$ cat src/rtl/muxn_pipe_if.sv
// Handshake bundle for muxn_pipe: upstream beat (d, s) in, selected beat (y, sel_err) out.
interface muxn_pipe_if #(
  parameter int unsigned WIDTH = 32,
  parameter int unsigned N     = 4
);
  localparam int unsigned SELW = $clog2(N);

  logic               in_valid;
  logic               in_ready;
  logic [N*WIDTH-1:0] d;
  logic [SELW-1:0]    s;
  logic               out_valid;
  logic               out_ready;
  logic [WIDTH-1:0]   y;
  logic               sel_err;

  // Block side.
  modport slave (
    input  in_valid, d, s, out_ready,
    output in_ready, out_valid, y, sel_err
  );

  // Producer/consumer side.
  modport master (
    output in_valid, d, s, out_ready,
    input  in_ready, out_valid, y, sel_err
  );
endinterface

$ cat src/rtl/muxn_pipe.sv
// N-way WIDTH-bit selector with one registered output stage and a 2-entry skid buffer.
// in_ready comes straight from a flop, so it never depends combinationally on out_ready.
module muxn_pipe #(
  parameter int unsigned  WIDTH = 32,
  parameter int unsigned  N     = 4,
  localparam int unsigned SELW  = $clog2(N)
) (
  input logic        clk,
  input logic        reset,
  muxn_pipe_if.slave bus_io
);

  typedef enum logic [1:0] {StEmpty, StOne, StTwo} state_e;

  state_e           state_q;
  logic [WIDTH-1:0] y_q, skid_y_q, mux_y;
  logic             err_q, skid_err_q, mux_err;
  logic             out_valid_q, in_ready_q;
  logic             in_accept, out_xfer;

  // Select d[s]; an index at or beyond N yields zero data with the error flag set.
  always_comb begin
    mux_y   = '0;
    mux_err = 1'b1;
    for (int unsigned i = 0; i < N; i++) begin
      if (bus_io.s == SELW'(i)) begin
        mux_y   = bus_io.d[i*WIDTH +: WIDTH];
        mux_err = 1'b0;
      end
    end
  end

  assign in_accept = bus_io.in_valid && in_ready_q;
  assign out_xfer  = out_valid_q && bus_io.out_ready;

  assign bus_io.in_ready  = in_ready_q;
  assign bus_io.out_valid = out_valid_q;
  assign bus_io.y         = y_q;
  assign bus_io.sel_err   = err_q;

  // Occupancy FSM: main register feeds the outputs, skid catches the beat accepted while stalled.
  always_ff @(posedge clk) begin
    if (reset) begin
      state_q     <= StEmpty;
      y_q         <= '0;
      err_q       <= 1'b0;
      skid_y_q    <= '0;
      skid_err_q  <= 1'b0;
      out_valid_q <= 1'b0;
      in_ready_q  <= 1'b1;
    end else begin
      unique case (state_q)
        StEmpty: begin
          if (in_accept) begin
            y_q         <= mux_y;
            err_q       <= mux_err;
            out_valid_q <= 1'b1;
            state_q     <= StOne;
          end
        end
        StOne: begin
          if (in_accept && out_xfer) begin
            y_q   <= mux_y;
            err_q <= mux_err;
          end else if (in_accept) begin
            skid_y_q   <= mux_y;
            skid_err_q <= mux_err;
            in_ready_q <= 1'b0;
            state_q    <= StTwo;
          end else if (out_xfer) begin
            out_valid_q <= 1'b0;
            state_q     <= StEmpty;
          end
        end
        StTwo: begin
          // in_ready is low here, so only the drain of main can happen.
          if (out_xfer) begin
            y_q        <= skid_y_q;
            err_q      <= skid_err_q;
            in_ready_q <= 1'b1;
            state_q    <= StOne;
          end
        end
        default: begin
          state_q     <= StEmpty;
          out_valid_q <= 1'b0;
          in_ready_q  <= 1'b1;
        end
      endcase
    end
  end

  // Protocol properties.
  a_hold_stable: assert property (@(posedge clk) disable iff (reset)
    out_valid_q && !bus_io.out_ready |=> $stable(y_q) && $stable(err_q) && out_valid_q);

  a_ready_two: assert property (@(posedge clk) disable iff (reset)
    !in_ready_q |-> state_q == StTwo);

  a_first_beat: assert property (@(posedge clk) disable iff (reset)
    in_accept && state_q == StEmpty && !mux_err |=> y_q == $past(mux_y));

  a_err_zero: assert property (@(posedge clk) disable iff (reset)
    err_q |-> y_q == '0);

endmodule

$ cat src/flat_wrapper.sv
// flat-port wrapper written by rule: the top's interface ports become plain ports
module muxn_pipe_flat 
#(
  parameter int unsigned  WIDTH = 32,
  parameter int unsigned  N     = 4,
  localparam int unsigned SELW  = $clog2(N)
)
  (clk, reset, bus_io_in_valid, bus_io_d, bus_io_s, bus_io_out_ready, bus_io_in_ready, bus_io_out_valid, bus_io_y, bus_io_sel_err);
  muxn_pipe_if #(.WIDTH(WIDTH), .N(N)) bus_io_i ();
  input logic clk;
  input logic reset;
  input wire logic [$bits(bus_io_i.in_valid)-1:0] bus_io_in_valid;
  input wire logic [$bits(bus_io_i.d)-1:0] bus_io_d;
  input wire logic [$bits(bus_io_i.s)-1:0] bus_io_s;
  input wire logic [$bits(bus_io_i.out_ready)-1:0] bus_io_out_ready;
  output wire logic [$bits(bus_io_i.in_ready)-1:0] bus_io_in_ready;
  output wire logic [$bits(bus_io_i.out_valid)-1:0] bus_io_out_valid;
  output wire logic [$bits(bus_io_i.y)-1:0] bus_io_y;
  output wire logic [$bits(bus_io_i.sel_err)-1:0] bus_io_sel_err;
  assign bus_io_i.in_valid = bus_io_in_valid;
  assign bus_io_i.d = bus_io_d;
  assign bus_io_i.s = bus_io_s;
  assign bus_io_i.out_ready = bus_io_out_ready;
  assign bus_io_in_ready = bus_io_i.in_ready;
  assign bus_io_out_valid = bus_io_i.out_valid;
  assign bus_io_y = bus_io_i.y;
  assign bus_io_sel_err = bus_io_i.sel_err;
  muxn_pipe #(.WIDTH(WIDTH), .N(N)) u_core (.clk(clk), .reset(reset), .bus_io(bus_io_i));
endmodule
$ cat config.mk
export PLATFORM = sky130hd
export DESIGN_NAME = muxn_pipe_flat
export DESIGN_NICKNAME = d
export VERILOG_FILES = /design/src/rtl/muxn_pipe_if.sv /design/src/rtl/muxn_pipe.sv /design/src/flat_wrapper.sv
export SDC_FILE = /design/constraint.sdc
export NUM_CORES = 1
export LEC_CHECK = 0
export BUFFER_PORTS_ARGS = -buffer_cell sky130_fd_sc_hd__buf_2
export CAP_MARGIN = 25
export CORE_MARGIN = 4
export CORE_UTILIZATION = 40
export DETAILED_ROUTE_END_ITERATION = 10
export PLACE_DENSITY = 0.7
export REMOVE_ABC_BUFFERS = 1
export SLEW_MARGIN = 20
export SYNTH_ARGS = -nofsm -noshare
export SYNTH_HDL_FRONTEND = slang
export SYNTH_SLANG_ARGS = --single-unit
export TNS_END_PERCENT = 10
$ cat constraint.sdc
create_clock -name clk -period 3.8 [get_ports clk]
set_input_delay 0.76 -clock clk [delete_from_list [all_inputs] [get_ports clk]]
set_output_delay 0.76 -clock clk [all_outputs]
set_load 0.1 [all_outputs]
==> results.ini, run 1 <==
[route]
dr_total_vias=3547
drtPass1Iterations=4
vias_per_cell=5.407
finalWirelength_um=10430
wl_per_cell_um=15.89
drcViolationCount=0
ant_nets=0
drtIter0Drc=164

[grt]
grt.overflow.total=0
grt_pass1_vias=3513
grtUsageTotal_pct=18.82
antenna_found_initial=1
grt_max_degree=39
grt_pass1_wl_um=16730

[logic_synthesis]
seq_area_frac_synth_pct=37.72
synthesis.area_um2=3715
ys_warn_count=0
avgSynthCellArea_um2=9.428
synthCells=394
ys_seq_elements=70
yosysUniqueCellTypes=28

[timing]
fin_crit_sh_pct=58.67
finalHoldViolCount=0
finalSetupViolations=0
maxSlewViolCount=0
min_period_ns=2.229
max_freq_ghz=0.4486
worstMarginPinSlew_ns=0.8898
clock_skew_ns=0.005175
fin_setup_tns_ns=0
rsz0062_at_grt=false
slew_headroom_pct=40.55

[clock_tree]
path_clk_slew_ns=0.07
cts_setup_buffers=0
root_buffer=clkbuf_8
post_cts_resized=0
insertion_delay_ns=0.32
cts_tree=built
cts-buffers-inserted=9
clockBufferDepth=2
cts_hold_buf=0
htreeDepth=3
clock_sinks=70

[critical_path]
cp_slowest_stage_delay_ns=0.57
crit_fanout=17
worstSetupPathType=in2reg
cpLargestDelayFamily=buffers and inverters
path_buf_inv=2
start_kind=input port
worst_ep_arrival_time_ns=2.40
crit_chain=buf_2, buf_4, mux4_2, nand2_1, a311oi_1
endpoint_kind=register
slowest_stage=mux4_2
worstPathRequired_ns=3.97

[final_layout]
num_antenna_cells=0
drive_above_1_share_pct=44.71
nets=677
postLayoutCoreUtil_pct=53.45
area_growth_pct=27.92
nFillCells=828

[power]
irDropWorstVdd_v=0.0003100
power_leakage_nw=2.000
powerDensity_nw_per_um2=557.4

[hold_path]
worstHoldPathType=reg2reg

[die]
rows=34
dieWidth_um=104.4
start_util_pct=41.78
io_pins=169
die_height_um=104.4
core_um2=8891
dieArea_um2=10890

[place]
port_buffers=168
gp_congestion=0.7664
place.detailed.hpwl_um=7599

[outcome]
outcome=complete, no violations

[job]
maxCapViolations=0

==> cells in the final DEF, fill, tap and decap left out <==
cell          n
a21o_1        1
a21oi_1      35
a311oi_1     12
a311oi_2     20
a31oi_1       1
and2_1        1
and3_1        1
and3b_1       1
buf_2       168
buf_4         7
bufinv_16     1
clkbuf_1      1
clkbuf_8     13
clkinvlp_4    1
dfxtp_1      70
inv_1         1
mux4_2       32
nand2_1     131
nand2b_1      1
nand3_1       5
nand3b_1      2
nand4b_1      1
nand4bb_1     1
nor2_1       33
nor2b_4       1
nor3_1        2
nor3b_2       1
o211ai_4      1
o21a_1        1
o21bai_1      2
==> per-layer routing <==
layer	vias up	part of all wire (%)	track usage, %
met5	-	0.12	0
met4	2	0.73	4.558
met3	10	6.9	5.214
met2	141	51	33.58
met1	1696	41	22.30
li1	1698	-	-
==> flip-flops by register name, indices dropped and copies added (netlist names) <==
name	count
u_core.bus_io.out_valid	1
u_core.bus_io.in_ready	1
u_core.skid_err_q	1
u_core.bus_io.sel_err	1
u_core.bus_io.y	32
u_core.skid_y_q	32
u_core.state_q	2
==> where the power goes <==
part / switching [mW] / total [mW] / internal (mW)
combinational: 0.835 / 1.11 / 0.276
clock: 0.269 / 0.645 / 0.376
sequential: 0.0616 / 0.893 / 0.832
total: 1.17 / 2.65 / 1.48
==> kinds of logic (layout without fill, tap and decap cells) <==
group                  after synthesis  in the layout  synth area share (%)
flip-flops                          70             70                 37.72
multiplexers                        32             32                 19.40
AND/OR/NAND/NOR                    181            181                 19.70
AO/OA/AOI/OAI                       73             73                 16.94
buffers and inverters               38            192                 6.231
==> worst reg2reg max path, delay by kind of cell, from the launching register on <==
family / cells / cell delay (ns)
buffers and inverters: 1 / 0.37
DFF: 1 / 0.45
AOI/OAI and AO/OA: 1 / 0.15
and+or+nand+nor: 3 / 1.04
==> cell usage after synthesis <==
cell	count	area, um^2
a21o_1	1	7.510
a21oi_1	35	175.2
a311oi_1	12	105.1
a311oi_2	20	300.3
a31oi_1	1	6.260
and2_1	1	6.260
and3_1	1	6.260
and3b_1	1	8.760
buf_2	17	85.08
buf_4	4	30.03
buf_6	7	78.83
clkbuf_1	9	33.78
dfxtp_1	70	1401
inv_1	1	3.750
mux4_2	32	720.7
nand2_1	131	491.7
nand2b_1	1	6.260
nand3_1	5	25.02
nand3b_1	2	15.01
nand4b_1	1	8.760
nand4bb_1	1	11.26
nor2_1	33	123.9
nor2b_1	1	6.260
nor3_1	2	10.01
nor3b_2	1	12.51
o211ai_2	1	12.51
o21a_1	1	7.510
o21bai_1	2	15.01
==> cell type report <==
class / count / area, um^2 / share of cell area [%]
clock inverter: 2 / 37.54 / 0.7899
inverter: 1 / 3.754 / 0.07899
tap: 108 / 135.1 / 2.844
timing repair buffer: 175 / 893.4 / 18.80
sequential: 70 / 1401 / 29.49
multi-input combinational: 286 / 2098 / 44.15
clock buffer: 14 / 182.7 / 3.844
==> path summary, 6_finish.rpt <==
path                            depth (start not counted)                           startpoint  slack (ns)                               to
worst max-delay path                                    5                          bus_io_s[0]        1.57  u_core.bus_io.y[3]$_SDFFE_PP0P_
worst min-delay path                                    2      u_core.skid_y_q[9]$_SDFFE_PP0P_        0.46  u_core.skid_y_q[9]$_SDFFE_PP0P_
worst max register to register                          5  u_core.bus_io.in_ready$_SDFFE_PP1P_        1.72  u_core.skid_y_q[8]$_SDFFE_PP0P_
worst min register to register                          2      u_core.skid_y_q[9]$_SDFFE_PP0P_        0.46  u_core.skid_y_q[9]$_SDFFE_PP0P_
==> stage by stage <==
step                cell area [um^2]  power, mW  setup WS [ns]  hold slack, ns  cells
detailed placement              4532      2.024          1.172          0.4467    640
global route                    4752      2.763          1.382          0.4729    656
global placement                4532      2.000          1.215          0.4416    640
finish                          4752      2.649          1.571          0.4571    656
floorplan                       3487      1.759         0.3481          0.4305    357
CTS                             4752      2.666          1.519          0.4578    656
Power figures use the tool's default switching activity.
==> run 2: changes to the inputs <==
--- a/config.mk
+++ b/config.mk
@@ -5,12 +5,13 @@
 export SDC_FILE = /design/constraint.sdc
 export NUM_CORES = 1
 export LEC_CHECK = 0
+export ABC_AREA = 1
 export BUFFER_PORTS_ARGS = -buffer_cell sky130_fd_sc_hd__buf_2
 export CAP_MARGIN = 25
 export CORE_MARGIN = 4
 export CORE_UTILIZATION = 40
 export DETAILED_ROUTE_END_ITERATION = 10
-export PLACE_DENSITY = 0.7
+export PLACE_DENSITY = 0.68
 export REMOVE_ABC_BUFFERS = 1
 export SLEW_MARGIN = 20
 export SYNTH_ARGS = -nofsm -noshare
==> constraint.sdc (replaced) <==
create_clock -name clk -period 2.2 [get_ports clk]
set_input_delay 0.44 -clock clk [delete_from_list [all_inputs] [get_ports clk]]
set_output_delay 0.44 -clock clk [all_outputs]
set_load 0.1 [all_outputs]
==> run 2 against run 1 <==
  * Routed wire length up 15%
  * Synthesized area up 12%
  * Combinational power up 59%
  * Clock skew up 0.0062 ns
  * Worst hold slack worse by 0.17 ns
  * Global-route usage up 0.57 points
  * Register-to-register slack worse by 1.0 ns
==> results.ini, run 2 <==
[place]
place.detailed.hpwl_um=8373
port_buffers=168
gp_congestion=0.7916
dp_cells=970
place_ws_ns=0.4839

[critical_path]
cp_slowest_stage_delay_ns=0.44
crit_fanout=4
worstPathRequired_ns=1.76
worstSetupPathType=reg2out
worst_ep_arrival_time_ns=1.17
path_buf_inv=1
endpoint_kind=output pin
crit_chain=buf_2
cpLargestDelayFamily=buffers and inverters
slowest_stage=buf_2
start_kind=register

[grt]
grt_pass1_wl_um=18630
grt_max_degree=67
grtUsageTotal_pct=19.39
grt_pass1_vias=4058
antenna_found_initial=0
grt.overflow.total=0

[clock_tree]
clockBufferDepth=2
cts_setup_buffers=0
post_cts_resized=0
path_clk_slew_ns=0.08
cts_hold_buf=0
root_buffer=clkbuf_8
clock_sinks=70
htreeDepth=3
insertion_delay_ns=0.34
cts-buffers-inserted=9
cts_tree=built

[logic_synthesis]
synth_common_cells=nand2_1 (168), nand3_1 (102), nor2_1 (99)
ys_warn_count=0
synthesis.area_um2=4177
ys_seq_elements=70
synth_edf_count=0
synth_top_area_share_pct=33.55
ys_top_cells_by_area=dfxtp_1 (34%), nand2_1 (15%), nand3_1 (12%)
post-synth-top-count-cell=nand2_1
seq_area_frac_synth_pct=33.55
yosysTopAreaCell=dfxtp_1
avgSynthCellArea_um2=5.992
yosysUniqueCellTypes=18
synthCells=697
synth_ff_type=dfxtp_1
async_reset_ff_share_pct=0

[die]
rows=37
dieArea_um2=12140
dieWidth_um=110.2
io_pins=169
core_um2=10230
die_height_um=110.2
start_util_pct=40.82

[timing]
fin_crit_sh_pct=73.11
min_period_ns=1.608
fin_ws_ns=0.5916
finalHoldViolCount=0
maxSlewViolCount=0
rsz0062_at_grt=false
fin_setup_tns_ns=0
clock_skew_ns=0.01137
worstMarginPinSlew_ns=0.5135
max_freq_ghz=0.6217
slew_headroom_pct=65.77
finalSetupViolations=0

[final_layout]
num_antenna_cells=0
layoutNonFillerInstCount=986
area_growth_pct=26.21
layout_commonest_cell=buf_2
layout_common_cells=buf_2 (168), nand2_1 (166), nand3_1 (101)
drive_above_1_share_pct=24.35
nets=979
nFillCells=1124

[power]
p_total_mw=4.183
powerDensity_nw_per_um2=793.6
power_leakage_nw=2.757
irDropWorstVdd_v=0.0003343

[route]
ant_nets=0
vias_per_cell=4.697
wl_per_cell_um=12.11
drtPass1Iterations=4
drcViolationCount=0
drtIter0Drc=229
dr_total_vias=4631
finalWirelength_um=11940

[hold_path]
worstHoldPathType=in2reg

[job]
maxCapViolations=0

[outcome]
outcome=complete, no violations

## run 2: changes by cell type after synthesis, moves of 20 or more
cell / change
nand2_1: +37
or2_1: +30
nand3_1: +97
nor2_1: +66
o21ai_0: +35
a311oi_2: -20
mux4_2: -32
a21oi_1: +33
inv_1: +70
## run 2: cells by family after synthesis
kind of cell / Yosys count / synth area share (%)
and+or+nand+nor: 404 / 41.43
buffers and inverters: 120 / 12.67
AOI/OAI and AO/OA: 103 / 12.34
DFF: 70 / 33.55
## run 2: path summary, 6_finish.rpt
kind | from | end | slack, ns | cells after the start
worst max-delay path | u_core.bus_io.in_ready$_SDFFE_PP1P_ | bus_io_in_ready | 0.59 | 1
worst max register to register | u_core.state_q[0]$_SDFFE_PP0P_ | u_core.bus_io.y[6]$_SDFFE_PP0P_ | 0.72 | 6
worst min-delay path | reset | u_core.state_q[0]$_SDFFE_PP0P_ | 0.29 | 2
worst min register to register | u_core.skid_err_q$_SDFFE_PP0P_ | u_core.skid_err_q$_SDFFE_PP0P_ | 0.47 | 2
## run 2: report_power, final
group / switching, mW / leakage (nW) / total [mW] / internal, mW
Sequential: 0.0648 / 0.575 / 1.49 / 1.43
Clock: 0.494 / 0.0861 / 0.930 / 0.436
Combinational: 1.34 / 2.10 / 1.76 / 0.423
## run 2: layout make-up
| cell class | count | area, um^2 | share of cell area [%] |
|---|---|---|---|
| multi-input combinational | 507 | 2256 | 42.80 |
| sequential | 70 | 1401 | 26.58 |
| timing repair buffer | 185 | 1006 | 19.08 |
| inverter | 72 | 270.3 | 5.127 |
| tap | 136 | 170.2 | 3.228 |
| clock buffer | 12 | 145.1 | 2.753 |
| clock inverter | 4 | 22.52 | 0.4272 |
## run 2: routing by layer
| metal | global-route usage, % | vias up | share of wire, % |
|---|---|---|---|
| li1 | - | 2497 | - |
| met1 | 24.77 | 1977 | 45 |
| met2 | 32.15 | 136 | 46 |
| met3 | 4.252 | 21 | 6.8 |
| met4 | 7.036 | 0 | 2.2 |
| met5 | 0 | - | 0 |
## run 2: per-stage QoR
stage               util (%)  cell area (um^2)  hold slack, ns
finish                 51.52              5271          0.2914
global route           51.52              5271          0.2874
CTS                    51.52              5271          0.2786
detailed placement     49.88              5104          0.4554
global placement       49.88              5104          0.4479
floorplan                  -              3918          0.4362
